## config.mk

```make
export PLATFORM = sky130hd
export DESIGN_NAME = counter_timer_ctrl_flat
export DESIGN_NICKNAME = d
export VERILOG_FILES = /design/src/rtl/counter_timer_ctrl_if.sv /design/src/rtl/counter_timer_ctrl.sv /design/src/flat_wrapper.sv
export SDC_FILE = /design/constraint.sdc
export NUM_CORES = 1
export LEC_CHECK = 0
export BUFFER_PORTS_ARGS = -buffer_cell sky130_fd_sc_hd__buf_4
export CAP_MARGIN = 20
export CORE_ASPECT_RATIO = 2
export CORE_MARGIN = 2
export CORE_UTILIZATION = 40
export DETAILED_ROUTE_END_ITERATION = 16
export PLACE_DENSITY = 0.72
export SKIP_LAST_GASP = 1
export SYNTH_ARGS = -nofsm -noshare
export SYNTH_HDL_FRONTEND = slang
export SYNTH_SLANG_ARGS = --single-unit
```

## constraint.sdc

```tcl
create_clock -name clk -period 4.2 [get_ports clk]
set_input_delay 0.84 -clock clk [delete_from_list [all_inputs] [get_ports clk]]
set_output_delay 0.84 -clock clk [all_outputs]
set_load 0.05 [all_outputs]
```

## src/rtl/counter_timer_ctrl_if.sv

```systemverilog
// Host-facing bundle of the counter/timer controller: request/config inputs and status outputs.
interface counter_timer_ctrl_if #(
    parameter int DWIDTH  = 7,
    parameter int PSWIDTH = 4
);
    logic               start_i;
    logic               stop_i;
    logic               pause_i;
    logic               mode_i;
    logic [DWIDTH-1:0]  cnt_val_i;
    logic [PSWIDTH-1:0] prescale_i;
    logic [DWIDTH-1:0]  cnt_o;
    logic               run_o;
    logic               done_o;
    logic               wrap_o;
    logic               busy_o;

    modport master (
        output start_i, stop_i, pause_i, mode_i, cnt_val_i, prescale_i,
        input  cnt_o, run_o, done_o, wrap_o, busy_o
    );

    modport slave (
        input  start_i, stop_i, pause_i, mode_i, cnt_val_i, prescale_i,
        output cnt_o, run_o, done_o, wrap_o, busy_o
    );
endinterface

```

## src/rtl/counter_timer_ctrl.sv

```systemverilog
// Prescaled tick counter with IDLE/RUN/PAUSE/DONE control FSM, one-shot or periodic.
module counter_timer_ctrl #(
    parameter int DWIDTH  = 7,
    parameter int PSWIDTH = 4
) (
    input  logic                 clk,
    input  logic                 rst_n,
    counter_timer_ctrl_if.slave  bus
);

    typedef enum logic [1:0] {
        ST_IDLE  = 2'd0,
        ST_RUN   = 2'd1,
        ST_PAUSE = 2'd2,
        ST_DONE  = 2'd3
    } state_t;

    state_t             state_q, state_d;
    logic [DWIDTH-1:0]  cnt_q, cnt_d;
    logic [DWIDTH-1:0]  n_q, n_d;
    logic [PSWIDTH-1:0] ps_q, ps_d;
    logic [PSWIDTH-1:0] p_q, p_d;
    logic               mode_q, mode_d;
    logic               run_q, done_q, busy_q;

    logic [DWIDTH-1:0]  n_last;
    logic               tick;
    logic               last_step;
    logic               wrap;

    // n_last is only meaningful once a non-zero N has been latched
    assign n_last    = n_q - DWIDTH'(1);
    assign tick      = (ps_q == p_q);
    assign last_step = (cnt_q == n_last);
    assign wrap      = (state_q == ST_RUN) && !bus.stop_i && !bus.pause_i
                       && tick && last_step && mode_q;

    always_comb begin
        state_d = state_q;
        cnt_d   = cnt_q;
        ps_d    = ps_q;
        n_d     = n_q;
        p_d     = p_q;
        mode_d  = mode_q;
        case (state_q)
            ST_IDLE, ST_DONE: begin
                if (bus.start_i) begin
                    if (bus.cnt_val_i != '0) begin
                        n_d     = bus.cnt_val_i;
                        p_d     = bus.prescale_i;
                        mode_d  = bus.mode_i;
                        cnt_d   = '0;
                        ps_d    = '0;
                        state_d = ST_RUN;
                    end else begin
                        state_d = ST_DONE;
                    end
                end else begin
                    state_d = ST_IDLE;
                end
            end
            ST_RUN: begin
                if (bus.stop_i) begin
                    cnt_d   = '0;
                    ps_d    = '0;
                    state_d = ST_IDLE;
                end else if (bus.pause_i) begin
                    state_d = ST_PAUSE;
                end else if (tick) begin
                    ps_d = '0;
                    if (last_step) begin
                        cnt_d = '0;
                        if (!mode_q) begin
                            state_d = ST_DONE;
                        end
                    end else begin
                        cnt_d = cnt_q + DWIDTH'(1);
                    end
                end else begin
                    ps_d = ps_q + PSWIDTH'(1);
                end
            end
            ST_PAUSE: begin
                if (bus.stop_i) begin
                    cnt_d   = '0;
                    ps_d    = '0;
                    state_d = ST_IDLE;
                end else if (!bus.pause_i) begin
                    state_d = ST_RUN;
                end
            end
            default: begin
                state_d = ST_IDLE;
            end
        endcase
    end

    // Moore outputs are registered from the next state so they line up with state_q
    always_ff @(posedge clk or negedge rst_n) begin
        if (!rst_n) begin
            state_q <= ST_IDLE;
            cnt_q   <= '0;
            ps_q    <= '0;
            n_q     <= '0;
            p_q     <= '0;
            mode_q  <= 1'b0;
            run_q   <= 1'b0;
            done_q  <= 1'b0;
            busy_q  <= 1'b0;
        end else begin
            state_q <= state_d;
            cnt_q   <= cnt_d;
            ps_q    <= ps_d;
            n_q     <= n_d;
            p_q     <= p_d;
            mode_q  <= mode_d;
            run_q   <= (state_d == ST_RUN);
            done_q  <= (state_d == ST_DONE);
            busy_q  <= (state_d != ST_IDLE);
        end
    end

    assign bus.cnt_o  = cnt_q;
    assign bus.run_o  = run_q;
    assign bus.done_o = done_q;
    assign bus.busy_o = busy_q;
    assign bus.wrap_o = wrap;

endmodule

```

## src/flat_wrapper.sv

```systemverilog
// flat-port wrapper written by rule: the top's interface ports become plain ports
module counter_timer_ctrl_flat 
#(
    parameter int DWIDTH  = 7,
    parameter int PSWIDTH = 4
)
  (clk, rst_n, bus_start_i, bus_stop_i, bus_pause_i, bus_mode_i, bus_cnt_val_i, bus_prescale_i, bus_cnt_o, bus_run_o, bus_done_o, bus_wrap_o, bus_busy_o);
  counter_timer_ctrl_if #(.DWIDTH(DWIDTH), .PSWIDTH(PSWIDTH)) bus_i ();
  input  logic clk;
  input  logic rst_n;
  input wire logic [$bits(bus_i.start_i)-1:0] bus_start_i;
  input wire logic [$bits(bus_i.stop_i)-1:0] bus_stop_i;
  input wire logic [$bits(bus_i.pause_i)-1:0] bus_pause_i;
  input wire logic [$bits(bus_i.mode_i)-1:0] bus_mode_i;
  input wire logic [$bits(bus_i.cnt_val_i)-1:0] bus_cnt_val_i;
  input wire logic [$bits(bus_i.prescale_i)-1:0] bus_prescale_i;
  output wire logic [$bits(bus_i.cnt_o)-1:0] bus_cnt_o;
  output wire logic [$bits(bus_i.run_o)-1:0] bus_run_o;
  output wire logic [$bits(bus_i.done_o)-1:0] bus_done_o;
  output wire logic [$bits(bus_i.wrap_o)-1:0] bus_wrap_o;
  output wire logic [$bits(bus_i.busy_o)-1:0] bus_busy_o;
  assign bus_i.start_i = bus_start_i;
  assign bus_i.stop_i = bus_stop_i;
  assign bus_i.pause_i = bus_pause_i;
  assign bus_i.mode_i = bus_mode_i;
  assign bus_i.cnt_val_i = bus_cnt_val_i;
  assign bus_i.prescale_i = bus_prescale_i;
  assign bus_cnt_o = bus_i.cnt_o;
  assign bus_run_o = bus_i.run_o;
  assign bus_done_o = bus_i.done_o;
  assign bus_wrap_o = bus_i.wrap_o;
  assign bus_busy_o = bus_i.busy_o;
  counter_timer_ctrl #(.DWIDTH(DWIDTH), .PSWIDTH(PSWIDTH)) u_core (.clk(clk), .rst_n(rst_n), .bus(bus_i));
endmodule
```

==> results.cfg, run 1 <==
[status]
outcome = finished clean

[die]
fp.dieW_um = 49.1
fp.dieArea_mm2 = 0.00462
ios = 28
die_y_um = 94.1
core_mm2 = 0.00388
start_util_pct = 41.8
rows = 32

[final_layout]
syn_to_final_growth_pct = 20.8
drive_gt1_share_pct = 24.7
nNetsFinal = 217
diodes = 0
fin_util_pct = 50.5
n_fill_cell = 371

[place]
dp_hpwl_um = 2780
place.gp.congestion = 0.859
io_buffers = 27

[timing]
finalCritPeriodShare_pct = 75.9
finalSetupViolCount = 0
period_needed_ns = 3.19
slew_violations = 0
relSlewSlack_pct = 51.8
rsz0062_at_grt = no
final-hold-violation-count = 0
fmax_mhz = 314
timing.hold.ws_ns = 0.464
skew_ns = 0.0111
tightest_slew_ns = 0.714
tns_ns = 0

[clock_tree]
hold_buffers = 0
cts_setup_buffers = 0
ctsResizeCount = 0
worstSkewPairLatency_ns = 0.28
clockBufferDepth = 2
htree_num_levels = 1
tritoncts = yes
numCtsBuffers = 3
cts.sinks = 28
root_buffer = clkbuf_8
clk_pin_slew_worst_paths_ns = 0.10

[yosys]
synthCells = 164
yosysSeqAreaShare_pct = 43.1
ys_types = 43
synth_edf_count = 0
synth_seq_cells = 28
netlist_area_mm2 = 0.00162
yosysWarnings = 0
synth.net_count = 186
synthArstFlopShare_pct = 100
synthFlopType = dfrtp_1
avgSynthCellArea_um2 = 9.90

[routing]
wl_per_cell_um = 14.2
drt_iter0_drc = 29
drt_first_pass_iters = 4
ant_nets = 0
drc_errors = 0
top_layer = met4
wl_met2_um = 2010
drt-vias-per-instance = 5.39
wl_met1_um = 1320
vias = 1321
wl_met3_um = 71
routed_wirelength_um = 3480

[setup_path]
required_ns = 3.36
critical_path_arrival_ns = 2.35
worst-setup-path-type = reg -> out
cp_slowest_cell = dfrtp_1
crit_family = simple AND/OR/NAND/NOR gates
start_kind = flop
critPathMaxFanout = 10
end_kind = output pin
path_cells = or3_4, o31a_1, nor4_2, o221ai_4, nor2_1, buf_4
slowest_delay_ns = 0.44
worst-path-buf-inv = 1

[grt]
grt_pass1_vias = 1393
antenna_found_initial = 0
grt_overflow = 0
track_usage_pct = 16.4
grt_pass1_wl_um = 5840
grt_start_max_net_pins = 29

[power_and_ir_drop]
p_leak_nw = 0.854
power_density_mw_per_mm2 = 555
ir_drop_v = 0.000279

[flow_run]
drv_cap = 0

[min_path]
hp-class = in -> async
-- where the power goes --
part | switching (mW) | leakage (nW) | internal (mW)
logic | 0.266 | 0.456 | 0.199
registers | 0.0701 | 0.362 | 0.342
clock network | 0.0841 | 0.0357 | 0.128
total | 0.421 | 0.854 | 0.669
-- cells in the mapped netlist, types with 2 or more instances --
library cell / number / area share, %
a21oi_1: 5 / 1.5
a31oi_1: 5 / 1.9
clkbuf_1: 2 / 0.46
dfrtp_1: 28 / 43
ha_1: 5 / 3.9
inv_1: 11 / 2.5
mux2_2: 9 / 6.2
nand2_1: 19 / 4.4
nand2b_1: 3 / 1.2
nand3_1: 3 / 0.92
nor2_1: 6 / 1.4
nor2b_1: 6 / 2.3
nor3_1: 5 / 1.5
nor4_1: 3 / 1.2
o21ai_0: 12 / 3.7
o22ai_1: 4 / 1.5
o31a_1: 2 / 1.1
xnor2_1: 5 / 2.7
xor2_1: 7 / 3.8
-- cells in the final DEF, fill, tap and decap left out, drive strengths merged, types with 4 or more instances in the layout --
master  instances
a31oi           5
nor2b           6
o22ai           4
xnor2           5
buf            28
xor2            7
o21ai          12
nor4            4
mux2            9
inv            11
nand3           4
a21oi           5
dfrtp          28
ha              5
nor3            5
nand2          19
nor2            6
-- worst paths after layout --
path | slack (ns) | cells after the start | endpoint | from
worst min register to register | 0.54 | 1 | u_core.mode_q | u_core.mode_q
max in group asynchronous | 3.47 | 1 | u_core.n_q[2] | rst_n
min in group clk | 0.54 | 1 | u_core.mode_q | u_core.mode_q
worst min-delay path | 0.46 | 1 | u_core.bus.cnt_o[6] | rst_n
worst max register to register | 1.85 | 5 | u_core.bus.cnt_o[3] | u_core.ps_q[3]
worst max-delay path | 1.01 | 6 | bus_wrap_o | u_core.n_q[2]
-- sequential cells by signal (all words and copies together) (netlist names) --
signal / flops
u_core.bus.busy_o: 1
u_core.bus.cnt_o: 7
u_core.bus.done_o: 1
u_core.bus.run_o: 1
u_core.mode_q: 1
u_core.n_q: 7
u_core.p_q: 4
u_core.ps_q: 4
u_core.state_q: 2
-- layout make-up --
type	instances	area [um^2]	share of cell area (%)
Clock buffer	3	41.3	2.10
Clock inverter	1	30.0	1.53
Timing Repair Buffer	28	210	10.7
Tap cell	51	63.8	3.25
Sequential cell	28	701	35.7
Inverter	11	41.3	2.10
Multi-Input combinational cell	123	875	44.6
-- metal layers --
metal  global-route usage [%]  vias to the layer above
met1                     15.2                      626
met3                     1.11                        6
met5                        0                        -
li1                         -                      660
met4                     11.0                        0
met2                     32.9                       29
-- kinds of logic (layout without fill, tap and decap cells) --
logic type | count (synthesis) | after routing | synth area share, %
xor+xnor | 12 | 12 | 6.47
compound gates | 41 | 41 | 18.6
fa+ha+maj | 5 | 5 | 3.85
mux | 10 | 10 | 6.86
buf+inv | 13 | 43 | 3.00
simple gates | 55 | 55 | 18.0
flops | 28 | 28 | 43.1
-- through the flow --
step	area (um^2)	power (mW)	setup WS, ns	cells
final	1960	1.09	1.01	245
after global placement	1890	0.872	1.35	241
after CTS	1960	1.10	0.992	245
after global routing	1960	1.16	0.869	245
after floorplan	1620	0.763	1.05	164
after detailed placement	1890	0.888	1.30	241
Power figures use the tool's default switching activity.
==> inputs of run 2 (changes only) <==
==> constraint.sdc (replaced) <==
create_clock -name clk -period 3.1 [get_ports clk]
set_input_delay 0.62 -clock clk [delete_from_list [all_inputs] [get_ports clk]]
set_output_delay 0.62 -clock clk [all_outputs]
set_load 0.05 [all_outputs]
==> results.cfg, run 2 (synthesis gave the netlist of run 1 again) <==
[grt]
track_usage_pct = 16.7
grt_overflow = 0
antenna_found_initial = 0
grt_start_max_net_pins = 29
grt_pass1_wl_um = 5920
grt_pass1_vias = 1297

[timing]
period_needed_ns = 2.95
fmax_mhz = 339
tightest_slew_ns = 0.746
finalCritPeriodShare_pct = 95.3
setup_slack_ns = 0.147
slew_violations = 0
rsz0062_at_grt = no
relSlewSlack_pct = 49.6
finalSetupViolCount = 0
final-hold-violation-count = 0
tns_ns = 0
skew_ns = 0.00587

[routing]
drt_iter0_drc = 17
vias = 1308
drt_first_pass_iters = 4
drt-vias-per-instance = 5.30
ant_nets = 0
wl_per_cell_um = 14.1
routed_wirelength_um = 3480
drc_errors = 0

[final_layout]
nNetsFinal = 219
syn_to_final_growth_pct = 22.1
drive_gt1_share_pct = 26.0
diodes = 0
fin_util_pct = 51.1
mostFrequentLayoutCells = buf_4 (30), dfrtp_1 (28), nand2_1 (19)
final_common_cell = buf_4

[setup_path]
rr_worst_depth = 6
required_ns = 2.48
crit_family = simple AND/OR/NAND/NOR gates
cp.depth = 6
cp_slowest_cell = dfrtp_1
path_cells = or3_4, o31a_1, nor4_2, o221ai_4, nor2_1, buf_4
worst-path-buf-inv = 1
critical_path_arrival_ns = 2.33
worst-setup-path-type = reg -> out
slowest_delay_ns = 0.45
end_kind = output pin
critPathMaxFanout = 10
start_kind = flop

[die]
die_y_um = 94.1
fp.dieW_um = 49.1
start_util_pct = 41.8
rows = 32
ios = 28
fp.dieArea_mm2 = 0.00462
core_mm2 = 0.00388

[clock_tree]
clockBufferDepth = 2
htree_num_levels = 1
cts_setup_buffers = 0
tritoncts = yes
cts.sinks = 28
worstSkewPairLatency_ns = 0.27
root_buffer = clkbuf_8
clk_pin_slew_worst_paths_ns = 0.09
numCtsBuffers = 3
hold_buffers = 0

[power_and_ir_drop]
power_switching_share_pct = 38.6
power_density_mw_per_mm2 = 756
power.net_switching_mw = 0.579
p_leak_nw = 0.865
comb_power_share_pct = 43.4
ir_drop_v = 0.000437
intPower_mw = 0.920
power_frac_seq_pct = 37.6
clkPwrFrac_pct = 19.1
finalPower_mw = 1.50

[status]
outcome = finished clean

[flow_run]
drv_cap = 0

[place]
dp_slack_ns = 0.440
io_buffers = 27
place.gp.congestion = 0.848
dp_hpwl_um = 2720

[min_path]
hp-class = in -> async
[run 2: area by class of cell]
class                      count  area (um^2)
fill                         369         1900
multi-input combinational    123          881
sequential                    28          701
timing repair buffer          30          225
tap                           51         63.8
clock buffer                   3         41.3
inverter                      11         41.3
clock inverter                 1         30.0
[run 2: worst paths after layout]
kind	endpoint	from	slack (ns)
worst max-delay path	bus_wrap_o	u_core.n_q[2]	0.15
worst min-delay path	u_core.bus.run_o	rst_n	0.25
worst max register to register	u_core.bus.done_o	u_core.n_q[2]	0.78
worst min register to register	u_core.p_q[3]	u_core.p_q[3]	0.54
max in group asynchronous	u_core.n_q[2]	rst_n	2.59
min in group clk	u_core.p_q[3]	u_core.p_q[3]	0.54
[run 2: repair_timing]
item / in CTS / in global routing
gates resized for setup: 0 / 1
hold endpoints to repair: 0 / 0
endpoints found under the setup margin: 0 / 1
[run 2: layer usage]
layer	track usage [%]	vias to the layer above	part of all wire, %
met5	0	-	0
met4	7.62	0	1.6
met3	1.11	6	2.0
met2	31.8	29	57
met1	18.2	620	40
li1	-	653	-
[run 2: power by group through the flow]
stage                     registers, mW  logic [mW]  clock network [mW]
after floorplan                   0.604       0.429                   0
after global placement            0.564       0.635                   0
after detailed placement          0.569       0.644                   0
after CTS                         0.561       0.650               0.294
after global routing              0.579       0.711               0.306
final                             0.564       0.650               0.286
[run 2: metrics by stage]
stage,hold WS (ns),instances,cell area [um^2]
after floorplan,0.324,164,1620
after global placement,0.509,243,1910
after detailed placement,0.517,243,1910
after CTS,0.253,247,1980
after global routing,0.260,247,1980
final,0.248,247,1980
==> inputs of run 3 (changes only) <==
--- a/config.mk
+++ b/config.mk
@@ -8,7 +8,7 @@
 export BUFFER_PORTS_ARGS = -buffer_cell sky130_fd_sc_hd__buf_4
 export CAP_MARGIN = 20
 export CORE_ASPECT_RATIO = 2
-export CORE_MARGIN = 2
+export CORE_MARGIN = 5
 export CORE_UTILIZATION = 40
 export DETAILED_ROUTE_END_ITERATION = 16
 export PLACE_DENSITY = 0.72
==> results.cfg, run 3 (synthesis gave the netlist of run 1 again) <==
[setup_path]
worst-setup-path-type = reg -> out
critical_path_arrival_ns = 2.26
rr_worst_depth = 7
worst-r2r-setup-slack_ns = 0.76
critical_path.endpoint = bus_wrap_o
rr_endpoint = u_core.bus.cnt_o[6]
required_ns = 2.48
critPathMaxFanout = 5
r2r-start = u_core.n_q[2]
start_kind = flop
cp-startpoint = u_core.n_q[2]
end_kind = output pin

[routing]
ant_nets = 0
drt_iter0_drc = 17
drc_errors = 0
drt-vias-per-instance = 5.49
drt_first_pass_iters = 4
wl_per_cell_um = 14.4
routed_wirelength_um = 3600
vias = 1366

[die]
fp.dieW_um = 55.1
core_mm2 = 0.00388
fp.dieArea_mm2 = 0.00551
rows = 32
die_y_um = 100
ios = 28
start_util_pct = 41.8

[timing]
slew_violations = 0
tns_ns = 0
rsz0062_at_grt = no
finalCritPeriodShare_pct = 92.9
tightest_slew_ns = 0.750
relSlewSlack_pct = 49.4
final-hold-violation-count = 0
period_needed_ns = 2.88
finalSetupViolCount = 0
skew_ns = 0.00211
timing.hold.ws_ns = 0.246
fmax_mhz = 347

[grt]
grt_overflow = 0
grt_start_max_net_pins = 29
antenna_found_initial = 0
grt_pass1_vias = 1307
grt_pass1_wl_um = 5910
track_usage_pct = 14.6

[clock_tree]
numCtsBuffers = 3
htree_num_levels = 1
root_buffer = clkbuf_8
tritoncts = yes
worstSkewPairLatency_ns = 0.27
clockBufferDepth = 2
clk_pin_slew_worst_paths_ns = 0.10
hold_buffers = 0
cts.sinks = 28

[min_path]
hp-class = in -> async

[power_and_ir_drop]
ir_drop_v = 0.000497
power_density_mw_per_mm2 = 750
p_leak_nw = 0.872

[final_layout]
drive_gt1_share_pct = 26.8
final_common_cell = buf_4
diodes = 0
syn_to_final_growth_pct = 23.0
mostFrequentLayoutCells = buf_4 (32), dfrtp_1 (28), nand2_1 (19)
fin_util_pct = 51.4
nNetsFinal = 221

[flow_run]
drv_cap = 0

[place]
dp_hpwl_um = 2770
io_buffers = 27
place.gp.congestion = 0.846

[status]
outcome = finished clean
==> run 3: critical path, stage by stage (launching register included) <==
cell and delay (ns):
dfrtp_1 0.46, or3_4 0.36, o31a_1 0.28, nor4_2 0.36, o221ai_4 0.18, nor2_1 0.14
buf_4 0.20
==> run 3: per-layer routing <==
layer | wire, um | track usage (%)
met1 | 1410 | 16.7
met2 | 1940 | 25.3
met3 | 131 | 1.78
met4 | 116 | 6.93
met5 | 0 | 0
==> run 3: final cells by class <==
class	instances	area [um^2]
multi-input cells	123	881
well taps	51	63.8
clock buffers	3	41.3
repair buffers	32	240
fillers	382	1890
clock inverters	1	30.0
inverters	11	41.3
flip-flops and latches	28	701
==> run 3: how the worst min path moves through the flow <==
stage	to	cells after the start	start	slack (ns)
final	u_core.bus.run_o	1	rst_n	0.25
after global routing	u_core.ps_q[1]	1	rst_n	0.27
after CTS	u_core.n_q[2]	1	rst_n	0.25
after detailed placement	u_core.p_q[2]	1	u_core.p_q[2]	0.52
after global placement	u_core.p_q[2]	1	u_core.p_q[2]	0.51
after floorplan	u_core.bus.busy_o	0	rst_n	0.32
==> run 3: metrics by stage <==
stage / power, mW / area (um^2) / setup slack, ns / instances
6_report: 1.50 / 2000 / 0.219 / 249
5_1_grt: 1.60 / 2000 / 0.0918 / 249
4_1_cts: 1.50 / 1970 / 0.0852 / 246
3_5_place_dp: 1.21 / 1900 / 0.413 / 242
3_3_place_gp: 1.20 / 1900 / 0.459 / 242
2_1_floorplan: 1.03 / 1620 / 0.174 / 164
==> run 3: timing repair <==
item	in CTS	in global routing
setup endpoints to repair	0	1
resized for setup	0	1
setup buffers	0	3
==> run 3: where the power goes <==
group / internal [mW] / leakage (nW) / switching, mW / total (mW)
registers: 0.464 / 0.362 / 0.101 / 0.565
logic: 0.284 / 0.475 / 0.364 / 0.648
clock network: 0.173 / 0.0357 / 0.114 / 0.287
